## config.mk

```make
export PLATFORM = sky130hd
export DESIGN_NAME = outport_arbiter
export DESIGN_NICKNAME = d
export VERILOG_FILES = /design/src/rtl/hexa_pkg.sv /design/src/rtl/outport_rr_pick.sv /design/src/rtl/outport_arbiter.sv
export SDC_FILE = /design/constraint.sdc
export NUM_CORES = 1
export LEC_CHECK = 0
export ABC_CLOCK_PERIOD_IN_PS = 4550
export BUFFER_PORTS_ARGS = -buffer_cell sky130_fd_sc_hd__buf_2
export CAP_MARGIN = 20
export CORE_UTILIZATION = 59
export CTS_CLUSTER_SIZE = 25
export DETAILED_ROUTE_END_ITERATION = 10
export GPL_TIMING_DRIVEN = 0
export PLACE_DENSITY = 0.81
export SLEW_MARGIN = 20
export SYNTH_ARGS = -nofsm -noshare
export SYNTH_HDL_FRONTEND = slang
export SYNTH_SLANG_ARGS = --single-unit
```

## constraint.sdc

```tcl
create_clock -name clk -period 4.55 [get_ports clk]
set_input_delay 0.2275 -clock clk [delete_from_list [all_inputs] [get_ports clk]]
set_output_delay 0.2275 -clock clk [all_outputs]
set_load 0.05 [all_outputs]
```

## src/rtl/hexa_pkg.sv

```systemverilog
`default_nettype none
// +----------------------------------------------------------------------+
// | Package : hexa_pkg                                                   |
// | Brief   : Shared types and constants for the outport arbiter:        |
// |           FSM state encoding, credit counter width, index helper.    |
// | Rev     : 1.0 - initial release                                      |
// +----------------------------------------------------------------------+
package hexa_pkg;

  // Arbiter FSM: waiting for a requester, or holding a packet lock.
  typedef enum logic [0:0] {
    ST_IDLE = 1'b0,
    ST_LOCK = 1'b1
  } arb_state_t;

  // Width of the downstream credit counter (CREDIT_MAX up to 15).
  localparam int CREDIT_W = 4;

  // Bits needed to hold an index 0..n-1, never less than one bit.
  function automatic int idx_width(input int n);
    return (n <= 1) ? 1 : $clog2(n);
  endfunction

endpackage
`default_nettype wire

```

## src/rtl/outport_rr_pick.sv

```systemverilog
`default_nettype none
// +----------------------------------------------------------------------+
// | Module  : outport_rr_pick                                            |
// | Brief   : Combinational rotating-priority picker. Returns the first  |
// |           asserted request at or after rr_ptr (wrapping), as both a  |
// |           one-hot vector and a binary index.                         |
// | Rev     : 1.0 - initial release                                      |
// +----------------------------------------------------------------------+
module outport_rr_pick #(
  parameter int NUM_REQ = 6,
  parameter int IDX_W   = 3
) (
  input  logic [NUM_REQ-1:0] req,
  input  logic [IDX_W-1:0]   rr_ptr,
  output logic [NUM_REQ-1:0] onehot,
  output logic [IDX_W-1:0]   index,
  output logic               any
);

  logic [IDX_W:0] w_cand;

  // Scan from the farthest offset down to offset 0 so the requester closest
  // to rr_ptr is the last one written and therefore wins.
  always_comb begin
    onehot = '0;
    index  = '0;
    any    = 1'b0;
    w_cand = '0;
    for (int off = NUM_REQ - 1; off >= 0; off--) begin
      w_cand = {1'b0, rr_ptr} + (IDX_W+1)'(off);
      if (w_cand >= (IDX_W+1)'(NUM_REQ)) begin
        w_cand = w_cand - (IDX_W+1)'(NUM_REQ);
      end
      if (req[w_cand[IDX_W-1:0]]) begin
        onehot                    = '0;
        onehot[w_cand[IDX_W-1:0]] = 1'b1;
        index                     = w_cand[IDX_W-1:0];
        any                       = 1'b1;
      end
    end
  end

endmodule
`default_nettype wire

```

## src/rtl/outport_arbiter.sv

```systemverilog
`default_nettype none
// +----------------------------------------------------------------------+
// | Module  : outport_arbiter                                            |
// | Brief   : Packet-granular round-robin arbiter for one router output  |
// |           port. Lock held head..tail, credit-based flow control,     |
// |           arb_ack is the per-flit transfer strobe.                   |
// | Config  : ARB_TIMEOUT_EN - force release of an owner that stops      |
// |           requesting for TIMEOUT cycles in mid-packet.               |
// | Rev     : 1.0 - initial release                                      |
// +----------------------------------------------------------------------+
module outport_arbiter
  import hexa_pkg::*;
#(
  parameter int NUM_REQ    = 6,
  parameter int CREDIT_MAX = 4,
  parameter int TIMEOUT    = 64
) (
  input  logic                clk,
  input  logic                reset,
  input  logic [NUM_REQ-1:0]  req,
  input  logic [NUM_REQ-1:0]  tail,
  input  logic                credit_in,
  output logic [NUM_REQ-1:0]  gnt,
  output logic                arb_ack,
  output logic                busy,
  output logic [CREDIT_W-1:0] credit_cnt,
  output logic                credit_err
);

  localparam int            IDX_W        = idx_width(NUM_REQ);
  localparam logic [CREDIT_W-1:0] C_CREDIT_MAX = CREDIT_W'(CREDIT_MAX);
  localparam logic [IDX_W-1:0]    C_LAST_IDX   = IDX_W'(NUM_REQ - 1);

  arb_state_t            r_state;
  arb_state_t            w_state_nxt;
  logic [IDX_W-1:0]      r_owner;
  logic [IDX_W-1:0]      r_rr_ptr;
  logic [NUM_REQ-1:0]    r_gnt;
  logic [CREDIT_W-1:0]   r_credit_cnt;
  logic                  r_credit_err;

  logic [NUM_REQ-1:0]    w_pick_onehot;
  logic [IDX_W-1:0]      w_pick_index;
  logic                  w_pick_any;
  logic                  w_xfer;
  logic                  w_release;
  logic                  w_timeout;
  logic [IDX_W-1:0]      w_rr_nxt;

  outport_rr_pick #(
    .NUM_REQ (NUM_REQ),
    .IDX_W   (IDX_W)
  ) u_pick (
    .req    (req),
    .rr_ptr (r_rr_ptr),
    .onehot (w_pick_onehot),
    .index  (w_pick_index),
    .any    (w_pick_any)
  );

  // Priority after a release starts just past the departing owner.
  assign w_rr_nxt = (r_owner == C_LAST_IDX) ? '0 : r_owner + IDX_W'(1);

`ifdef ARB_TIMEOUT_EN
  localparam int C_STALL_W = $clog2(TIMEOUT);

  logic [C_STALL_W-1:0] r_stall;

  // The TIMEOUT-th consecutive cycle with the owner not requesting releases.
  assign w_timeout = (r_state == ST_LOCK) & ~req[r_owner] &
                     (r_stall == C_STALL_W'(TIMEOUT - 1));

  // Count owner-idle cycles; credit starvation neither counts nor clears.
  always_ff @(posedge clk or posedge reset) begin
    if (reset) begin
      r_stall <= '0;
    end else if ((r_state != ST_LOCK) || w_xfer || w_timeout) begin
      r_stall <= '0;
    end else if (!req[r_owner]) begin
      r_stall <= r_stall + C_STALL_W'(1);
    end
  end
`else
  assign w_timeout = 1'b0;
`endif

  // State register.
  always_ff @(posedge clk or posedge reset) begin
    if (reset) begin
      r_state <= ST_IDLE;
    end else begin
      r_state <= w_state_nxt;
    end
  end

  // Next-state and transfer decode.
  always_comb begin
    w_state_nxt = r_state;
    w_xfer      = 1'b0;
    w_release   = 1'b0;
    case (r_state)
      ST_IDLE: begin
        if (w_pick_any) begin
          w_state_nxt = ST_LOCK;
        end
      end
      ST_LOCK: begin
        w_xfer    = req[r_owner] & (r_credit_cnt != '0);
        w_release = (w_xfer & tail[r_owner]) | w_timeout;
        if (w_release) begin
          w_state_nxt = ST_IDLE;
        end
      end
      default: w_state_nxt = ST_IDLE;
    endcase
  end

  // Capture the winner on lock, clear the grant and advance priority on release.
  always_ff @(posedge clk or posedge reset) begin
    if (reset) begin
      r_owner  <= '0;
      r_gnt    <= '0;
      r_rr_ptr <= '0;
    end else if ((r_state == ST_IDLE) && w_pick_any) begin
      r_owner <= w_pick_index;
      r_gnt   <= w_pick_onehot;
    end else if (w_release) begin
      r_gnt    <= '0;
      r_rr_ptr <= w_rr_nxt;
    end
  end

  // Downstream credits: a transfer spends one, credit_in returns one.
  always_ff @(posedge clk or posedge reset) begin
    if (reset) begin
      r_credit_cnt <= C_CREDIT_MAX;
      r_credit_err <= 1'b0;
    end else begin
      case ({w_xfer, credit_in})
        2'b10: r_credit_cnt <= r_credit_cnt - CREDIT_W'(1);
        2'b01: begin
          if (r_credit_cnt == C_CREDIT_MAX) begin
            r_credit_err <= 1'b1;
          end else begin
            r_credit_cnt <= r_credit_cnt + CREDIT_W'(1);
          end
        end
        default: r_credit_cnt <= r_credit_cnt;
      endcase
    end
  end

  assign gnt        = r_gnt;
  assign arb_ack    = w_xfer;
  assign busy       = (r_state == ST_LOCK);
  assign credit_cnt = r_credit_cnt;
  assign credit_err = r_credit_err;

endmodule
`default_nettype wire

```

==> results_dict.tcl <==
set metrics [dict create \
    cp_slowest_cell "clkbuf_1" \
    worst_clock_skew_ps 1.90 \
    final_max_slew_viol_count 0 \
    grt_pass1_wl_um 10700 \
    die_w_um 65.0 \
    cp_common_cell "buf_6" \
    status "completed" \
    met3_length_um 643 \
    routedWlPerCell_um 18.8 \
    overflow 0 \
    fin_nets 330 \
    cts-root-buf "clkbuf_8" \
    wl_met2_um 2930 \
    path_cells "buf_6 > buf_6 > buf_2 > inv_1 > clkbuf_1 > ha_1 > buf_4 > a211o_1 > mux2i_2 > a221o_2 > nor2_4 > a41o_1 > buf_6 > o41a_1" \
    vias 2361 \
    syn_inst 271 \
    finalHoldViolations 0 \
    synth_top_area_share_pct 18.2 \
    cp_max_fo 11 \
    async_flop_share_pct 100 \
    globalplace.congestion 0.991 \
    met1Wirelength_um 2820 \
    holdBufCountCts 0 \
    io_buffers 27 \
    cts_max_path_buffers 2 \
    rsz0062_at_grt "no" \
    drt_iter0_drc 322 \
    clk_pin_slew_ps 70 \
    finalWirelength_um 6570 \
    grt_max_degree 19 \
    cts_sinks 18 \
    start_util_pct 62.5 \
    placed_area_um2 2540 \
    slew_headroom_pct 54.3 \
    cp.required_ps 4680 \
    synth.avg_cell_area_um2 8.64 \
    die_area_um2 4220 \
    max_stage_delay_ps 480 \
    cp_top_family "buffers and inverters" \
    grt_util_all_layers_pct 33.2 \
    yosys-top-cells-area "dfrtp_1, ha_1, mux2i_1, a21oi_1, nand2_1" \
    yosysMostFrequentCell "nand2_1" \
    synth_edf_count 0 \
    top_layer "met4" \
    cp-start-kind "register" \
    dp_hpwl_um 4930 \
    grt_pass1_vias 2200 \
    synth_cell_types 75 \
    maxCapViolCount 0 \
    synthesis.nets 298 \
    area_growth_pct 10.7 \
    fillers 324 \
    tightest_slew_ps 685 \
    synth.cell_area_um2 2340 \
    critPathArrivalTime_ps 4010 \
    min_path_type "in -> async" \
    cts_resized 0 \
    rows 22 \
    ys_ff_latch 18 \
    dpl_worst_slack_ps 791 \
    synthFlopType "dfrtp_1" \
    fin_crit_sh_pct 85.3 \
    layout_min_cycle_time_ps 3880 \
    finalSetupViolations 0 \
    antenna_cells 0 \
    drc 0 \
    synth_common_cells "nand2_1, a21oi_1, dfrtp_1, nor2_1, mux2i_1" \
    synth_top_area_cell "dfrtp_1" \
    htreeDepth 1 \
    crit_buf_inv 7 \
    synth_warnings 0 \
    die_h_um 65.0 \
    vias_per_cell 6.75 \
    design_area_um2 2590 \
    path_class "reg -> reg" \
    antenna_found_initial 0 \
    clk_latency_ps 260 \
    layout-drive-gt1-share_pct 23.8 \
    yosysSeqAreaShare_pct 19.3 \
    firstDrtPassIters 5 \
    worst_slack_ps 671 \
    ant_nets 0 \
    finalSetupTns_ps 0 \
    cts-buffers-inserted 3 \
    cts_tree "done" \
    coreArea_um2 3740 \
    cp-end-kind "register" \
    post_cts_buffers 0 \
    ios 28 \
    timing.fmax_ghz 0.258 \
]
final timing paths:
| check | endpoint | depth (start not counted) | from | slack [ps] |
|---|---|---|---|---|
| worst max-delay path | r_owner[2]$_DFFE_PP0P_ | 14 | r_rr_ptr[0]$_DFFE_PP0P_ | 670 |
| worst min-delay path | r_rr_ptr[1]$_DFFE_PP0P_ | 2 | reset | 70 |
| worst max register to register | r_owner[2]$_DFFE_PP0P_ | 14 | r_rr_ptr[0]$_DFFE_PP0P_ | 670 |
| worst min register to register | credit_err$_DFFE_PP0P_ | 1 | credit_err$_DFFE_PP0P_ | 480 |
| max in group asynchronous | gnt[1]$_DFFE_PP0P_ | 2 | reset | 4050 |
| min in group clk | credit_err$_DFFE_PP0P_ | 3 | credit_in | 410 |
registers in the layout, indices dropped and copies added (netlist names):
register / flops
credit_cnt: 4
r_owner: 3
busy: 1
r_rr_ptr: 3
credit_err: 1
gnt: 6
stage by stage:
| step | std cells | hold WS (ps) | utilization [%] |
|---|---|---|---|
| after floorplan | 271 | 165 | - |
| after global placement | 346 | 354 | 67.7 |
| after detailed placement | 346 | 374 | 67.7 |
| after CTS | 350 | 92.4 | 69.2 |
| after global routing | 350 | 126 | 69.2 |
| final | 350 | 65.8 | 69.2 |
placed cells by master, fill, tap and decap left out, drive strengths merged, types with 5 or more instances in the layout:
| cell type | n |
|---|---|
| a211oi | 5 |
| a21o | 6 |
| a21oi | 18 |
| a31oi | 5 |
| buf | 41 |
| clkbuf | 10 |
| dfrtp | 17 |
| ha | 11 |
| inv | 8 |
| mux2 | 6 |
| mux2i | 16 |
| nand2 | 22 |
| nand3 | 10 |
| nor2 | 18 |
| nor3 | 11 |
| o21ai | 15 |
| o31ai | 7 |
| xnor2 | 7 |
metal layers:
layer | GRT usage (%) | up-vias
met2 | 50.5 | 151
met5 | 0 | -
li1 | - | 1097
met3 | 6.69 | 16
met1 | 46.4 | 1097
met4 | 11.4 | 0
logic make-up after synthesis:
family | Yosys count | share of synthesized area [%]
compound gates | 95 | 31.1
flops | 18 | 19.3
mux | 24 | 12.3
simple gates | 84 | 18.8
fa+ha+maj | 12 | 6.73
xor+xnor | 10 | 4.54
buf+inv | 28 | 7.32
layout make-up:
class / count / area [um^2] / share of cell area [%]
multi-input combinational: 225 / 1720 / 66.3
sequential: 18 / 452 / 17.4
buffer: 20 / 141 / 5.46
timing repair buffer: 27 / 135 / 5.21
tap: 48 / 60.1 / 2.32
clock buffer: 4 / 55.1 / 2.12
inverter: 8 / 30.0 / 1.16
worst register-to-register path, stage by stage, from the launching register on:
cell,delay (ps)
dfrtp_1,440
buf_6,180
buf_6,140
buf_2,190
inv_1,90
clkbuf_1,480
ha_1,340
buf_4,170
a211o_1,240
mux2i_2,270
a221o_2,320
nor2_4,80
a41o_1,240
buf_6,140
o41a_1,430
Power is left out: the tool's default activity adds up to more than one toggle a clock period on the data nets, which glitch-free logic cannot reach.
